`src/rtl/ring_sched_pkg.sv`:
```
// Shared constants and the rotating-priority pick function for the ring slot scheduler.
package ring_sched_pkg;

  localparam int N_REQ = 4;

  localparam logic [1:0] S_IDLE = 2'd0;
  localparam logic [1:0] S_BUSY = 2'd1;
  localparam logic [1:0] S_GAP  = 2'd2;

  // First set request at or above the one-hot pointer position, wrapping 3 -> 0.
  function automatic logic [1:0] rr_pick(input logic [N_REQ-1:0] req,
                                         input logic [N_REQ-1:0] ptr);
    logic [1:0] base;
    logic [1:0] cand;
    logic [1:0] win;
    logic       found;
    base  = 2'd0;
    for (int i = 0; i < N_REQ; i++) begin
      if (ptr[i]) base = i[1:0];
    end
    win   = base;
    found = 1'b0;
    for (int i = 0; i < N_REQ; i++) begin
      cand = base + i[1:0];
      if (!found && req[cand]) begin
        win   = cand;
        found = 1'b1;
      end
    end
    return win;
  endfunction

endpackage

```
`src/rtl/decoder_2to4.sv`:
```
// Binary-to-one-hot decoder; output forced to zero while clearn is low.
module decoder_2to4 (
  input  logic [1:0] idx,
  input  logic       clearn,
  output logic [3:0] dec
);

  assign dec = clearn ? (4'b0001 << idx) : 4'b0000;

endmodule

```
`src/rtl/ring_slot_scheduler.sv`:
```
// Round-robin slot scheduler for 4 requesters: grant one cycle after request, held
// until release or MAX_HOLD expiry, then one dead GAP cycle before the next grant.
module ring_slot_scheduler
  import ring_sched_pkg::*;
#(
  parameter int MAX_HOLD = 8,
  parameter int HOLD_W   = 4
) (
  input  logic             clk,
  input  logic             clear,
  input  logic             enable,
  input  logic [N_REQ-1:0] req,
  output logic [N_REQ-1:0] grant,
  output logic [1:0]       grant_idx,
  output logic             busy,
  output logic             timeout
);

  logic [1:0]        state;
  logic [N_REQ-1:0]  ptr;
  logic [HOLD_W-1:0] hold_cnt;
  logic [N_REQ-1:0]  next_ptr;
  logic              owner_req;
  logic              hold_done;

  assign next_ptr  = 4'b0001 << (grant_idx + 2'd1);
  assign owner_req = req[grant_idx];
  assign hold_done = (hold_cnt == HOLD_W'(MAX_HOLD - 1));

  always_ff @(posedge clk) begin
    if (clear) begin
      state     <= S_IDLE;
      ptr       <= 4'b0001;
      grant_idx <= 2'd0;
      busy      <= 1'b0;
      hold_cnt  <= '0;
      timeout   <= 1'b0;
    end else begin
      case (state)
        S_BUSY: begin
          // A release on the expiry cycle counts as normal, so timeout only if still requesting.
          if (!owner_req || hold_done) begin
            state   <= S_GAP;
            busy    <= 1'b0;
            timeout <= owner_req;
            ptr     <= next_ptr;
          end else begin
            hold_cnt <= hold_cnt + HOLD_W'(1);
          end
        end
        default: begin
          timeout <= 1'b0;
          if (enable && |req) begin
            state     <= S_BUSY;
            grant_idx <= rr_pick(req, ptr);
            busy      <= 1'b1;
            hold_cnt  <= '0;
          end else begin
            state <= S_IDLE;
          end
        end
      endcase
    end
  end

  decoder_2to4 u_grant_dec (
    .idx    (grant_idx),
    .clearn (busy),
    .dec    (grant)
  );

endmodule
```
`config.mk`:
```
export PLATFORM = sky130hd
export DESIGN_NAME = ring_slot_scheduler
export DESIGN_NICKNAME = d
export VERILOG_FILES = /design/src/rtl/ring_sched_pkg.sv /design/src/rtl/decoder_2to4.sv /design/src/rtl/ring_slot_scheduler.sv
export SDC_FILE = /design/constraint.sdc
export NUM_CORES = 1
export LEC_CHECK = 0
export CAP_MARGIN = 30
export CORE_MARGIN = 8
export CORE_UTILIZATION = 50
export CTS_CLUSTER_SIZE = 20
export DETAILED_ROUTE_END_ITERATION = 8
export DONT_BUFFER_PORTS = 1
export PLACE_DENSITY = 0.68
export SETUP_SLACK_MARGIN = 0.3
export SYNTH_ARGS = -nofsm -noshare
export SYNTH_HDL_FRONTEND = slang
export SYNTH_SLANG_ARGS = --single-unit
```
`constraint.sdc`:
```
create_clock -name clk -period 1.71 [get_ports clk]
set_clock_uncertainty 0.1 [all_clocks]
set_input_delay 0.171 -clock clk [delete_from_list [all_inputs] [get_ports clk]]
set_output_delay 0.171 -clock clk [all_outputs]
set_load 0.1 [all_outputs]
```
==> impl_results.md <==
* I/O Pins at 15
* Nets at 119
* Outcome: finished, violations left
* Sink Count at 13
* WL/cell at 17.7 um
* MaxCap Viol Count at 0
* Post-Syn Instances at 98
* I/O Buffers at 0
* DIE AREA at 3220 sq um
* Slew Limit Headroom at 81.4%
* Layout Area Growth over Synthesis at 39.5%
* Syn Std Cell Area at 830 sq um
* Routed Antenna Nets at 0
* YS warnings at 0
* Crit Path Max Fanout at 4
* Detailed Route WL at 2220 um
* CP Data Required Time at 1.83 ns
* Via/cell ratio at 6.17
* Critical Path AT at 1.95 ns
* Startpoint Class: register
* Final WS setup at -0.117 ns
* Vias in the first global route at 741
* CTS tree: yes
* Hold Path Class: primary input to register
* Gpl congestion at 0.777
* Synth Flop Type: dfxtp_1
* EDFF count, synth at 0
* Syn Area/Cell at 8.46 sq um
* Max-slew violation count at 0
* RSZ-0062 raised after global routing: yes
* Syn nets at 106
* WHS at -0.177 ns
* Die Y at 56.7 um
* First-pass GRT wire length at 3680 um
* Dpl hpwl at 1380 um
* Worst-skew pair later-pin latency at 0.29 ns
* Final Hold Fails at 13
* Final Setup Violations at 7
* Antenna violations before repair at 0
* Initial DRC Count at 9
* Ys async rst share at 0%
* Total GRT Usage at 13.9%
* Most frequent cells in the layout: nor2_1, dfxtp_1, buf_4
* Starting density of the core at 54.4%
* Final Power at 803 uW
* Pre-CTS setup slack at -0.0452 ns
* # DRC at 0
* Die Width at 56.7 um
* Fin Setup TNS at -0.361 ns
* 1st-pass router iterations at 4
* Least-Margin Pin Slew at 0.281 ns
* P_leak at 0.000456 uW
* Total gr overflow at 0
* FP Rows at 14
* Commonest non-fill, non-tap cell in the layout: nor2_1
* CTS Buf Count at 3
* Via count of the routed design at 778
* Setup CP Type: register to register
* Root Buffer: clkbuf_4
* Sequential area share after synthesis at 31.4%
* Max Freq at 547 MHz
* Failing checks: negative hold slack, negative setup slack
* Peak VDD IR at 0.000510 V
* Clock transition at path regs at 0.09 ns
* Final period util at 107%
* Crit end category: register
* Post-layout min period at 1.83 ns
* Largest net degree at the start of global routing at 14
* Diodes inserted at 0
* H-Tree Depth at 1
* Total power per unit cell area at 694 nW/um^2
* Seq cells post-synth at 13
* Share of layout cells above drive strength 1 at 37.3%
* Core area at 1520 sq um
* Clock buffer depth at 2
* Unique masters post-synth at 42
## cell type report
type | instances | area [sq um]
timing repair buffer | 16 | 249
fill | 105 | 367
clock inverter | 1 | 5.00
clock buffer | 3 | 22.5
tap | 16 | 20.0
multi-input combinational | 75 | 582
sequential | 13 | 272
inverter | 2 | 7.51
## cell usage after synthesis, types with 2 or more instances
library cell | instances | area share (%)
and3b_1 | 3 | 3.2
o211ai_1 | 3 | 2.7
nand2b_1 | 2 | 1.5
nand3b_1 | 3 | 2.7
inv_1 | 2 | 0.91
buf_2 | 3 | 1.8
clkbuf_1 | 2 | 0.91
nor3_1 | 3 | 1.8
o21ai_0 | 3 | 1.8
a21oi_1 | 3 | 1.8
and2b_1 | 2 | 1.8
nand2_1 | 4 | 1.8
nor2b_1 | 3 | 2.3
nor2_1 | 15 | 6.8
buf_6 | 2 | 2.7
mux2i_1 | 6 | 7.2
nor3b_1 | 2 | 1.8
dfxtp_1 | 13 | 31
## sequential cells by signal, indices dropped and copies added, names as in the netlist
register	flops
grant_idx	2
hold_cnt	4
timeout	1
busy	1
state	2
ptr	3
## report_power, final
part           switching [uW]  internal [uW]
clock network             113           87.1
logic                     143            126
registers                18.1            316
## path summary, 6_finish.rpt
path | startpoint | endpoint | slack, ns | cells after the start
worst min-delay path | clear | grant_idx[1] | -0.18 | 1
worst min register to register | hold_cnt[0] | hold_cnt[0] | 0.47 | 2
worst max register to register | grant_idx[0] | hold_cnt[1] | -0.12 | 4
worst max-delay path | grant_idx[0] | hold_cnt[1] | -0.12 | 4
## cell families (layout without fill, tap and decap cells)
family | after synthesis | in the layout | share of synthesized area [%]
AND/OR/NAND/NOR | 47 | 47 | 32.4
AO/OA/AOI/OAI | 17 | 17 | 14.3
flip-flops | 13 | 13 | 31.4
buffers and inverters | 10 | 22 | 6.94
multiplexers | 8 | 8 | 11.3
XOR/XNOR | 2 | 2 | 2.11
adder cells (fa/ha/maj) | 1 | 1 | 1.51
## per-stage QoR
step           instance area [sq um]  cells  utilization [%]
6_report                        1160    126             75.9
5_1_grt                         1160    126             75.9
4_1_cts                         1130    124             74.3
3_5_place_dp                     976    117             64.0
3_3_place_gp                     976    117             64.0
2_1_floorplan                    883     98                -
## worst max-delay path: stages, from the launching register on
cell and delay [ns]:
dfxtp_4 0.36, mux4_2 0.52, and3b_2 0.26, or3b_4 0.38
a21oi_2 0.12
## per-layer routing
| metal | global-route usage [%] | part of all wire, % |
|---|---|---|
| met1 | 15.7 | 43 |
| met2 | 23.5 | 50 |
| met3 | 4.49 | 5.7 |
| met4 | 5.03 | 1.8 |
| met5 | 0 | 0 |
## timing repair
item / CTS / global route
gates cloned: 2 / 0
endpoints found under the setup margin: 15 / 15
pin swaps: 3 / 6
hold endpoints to repair: 13 / 13
buffers inserted: 1 / 2
resized for setup: 13 / 4
(Power assumes the default switching activity.)
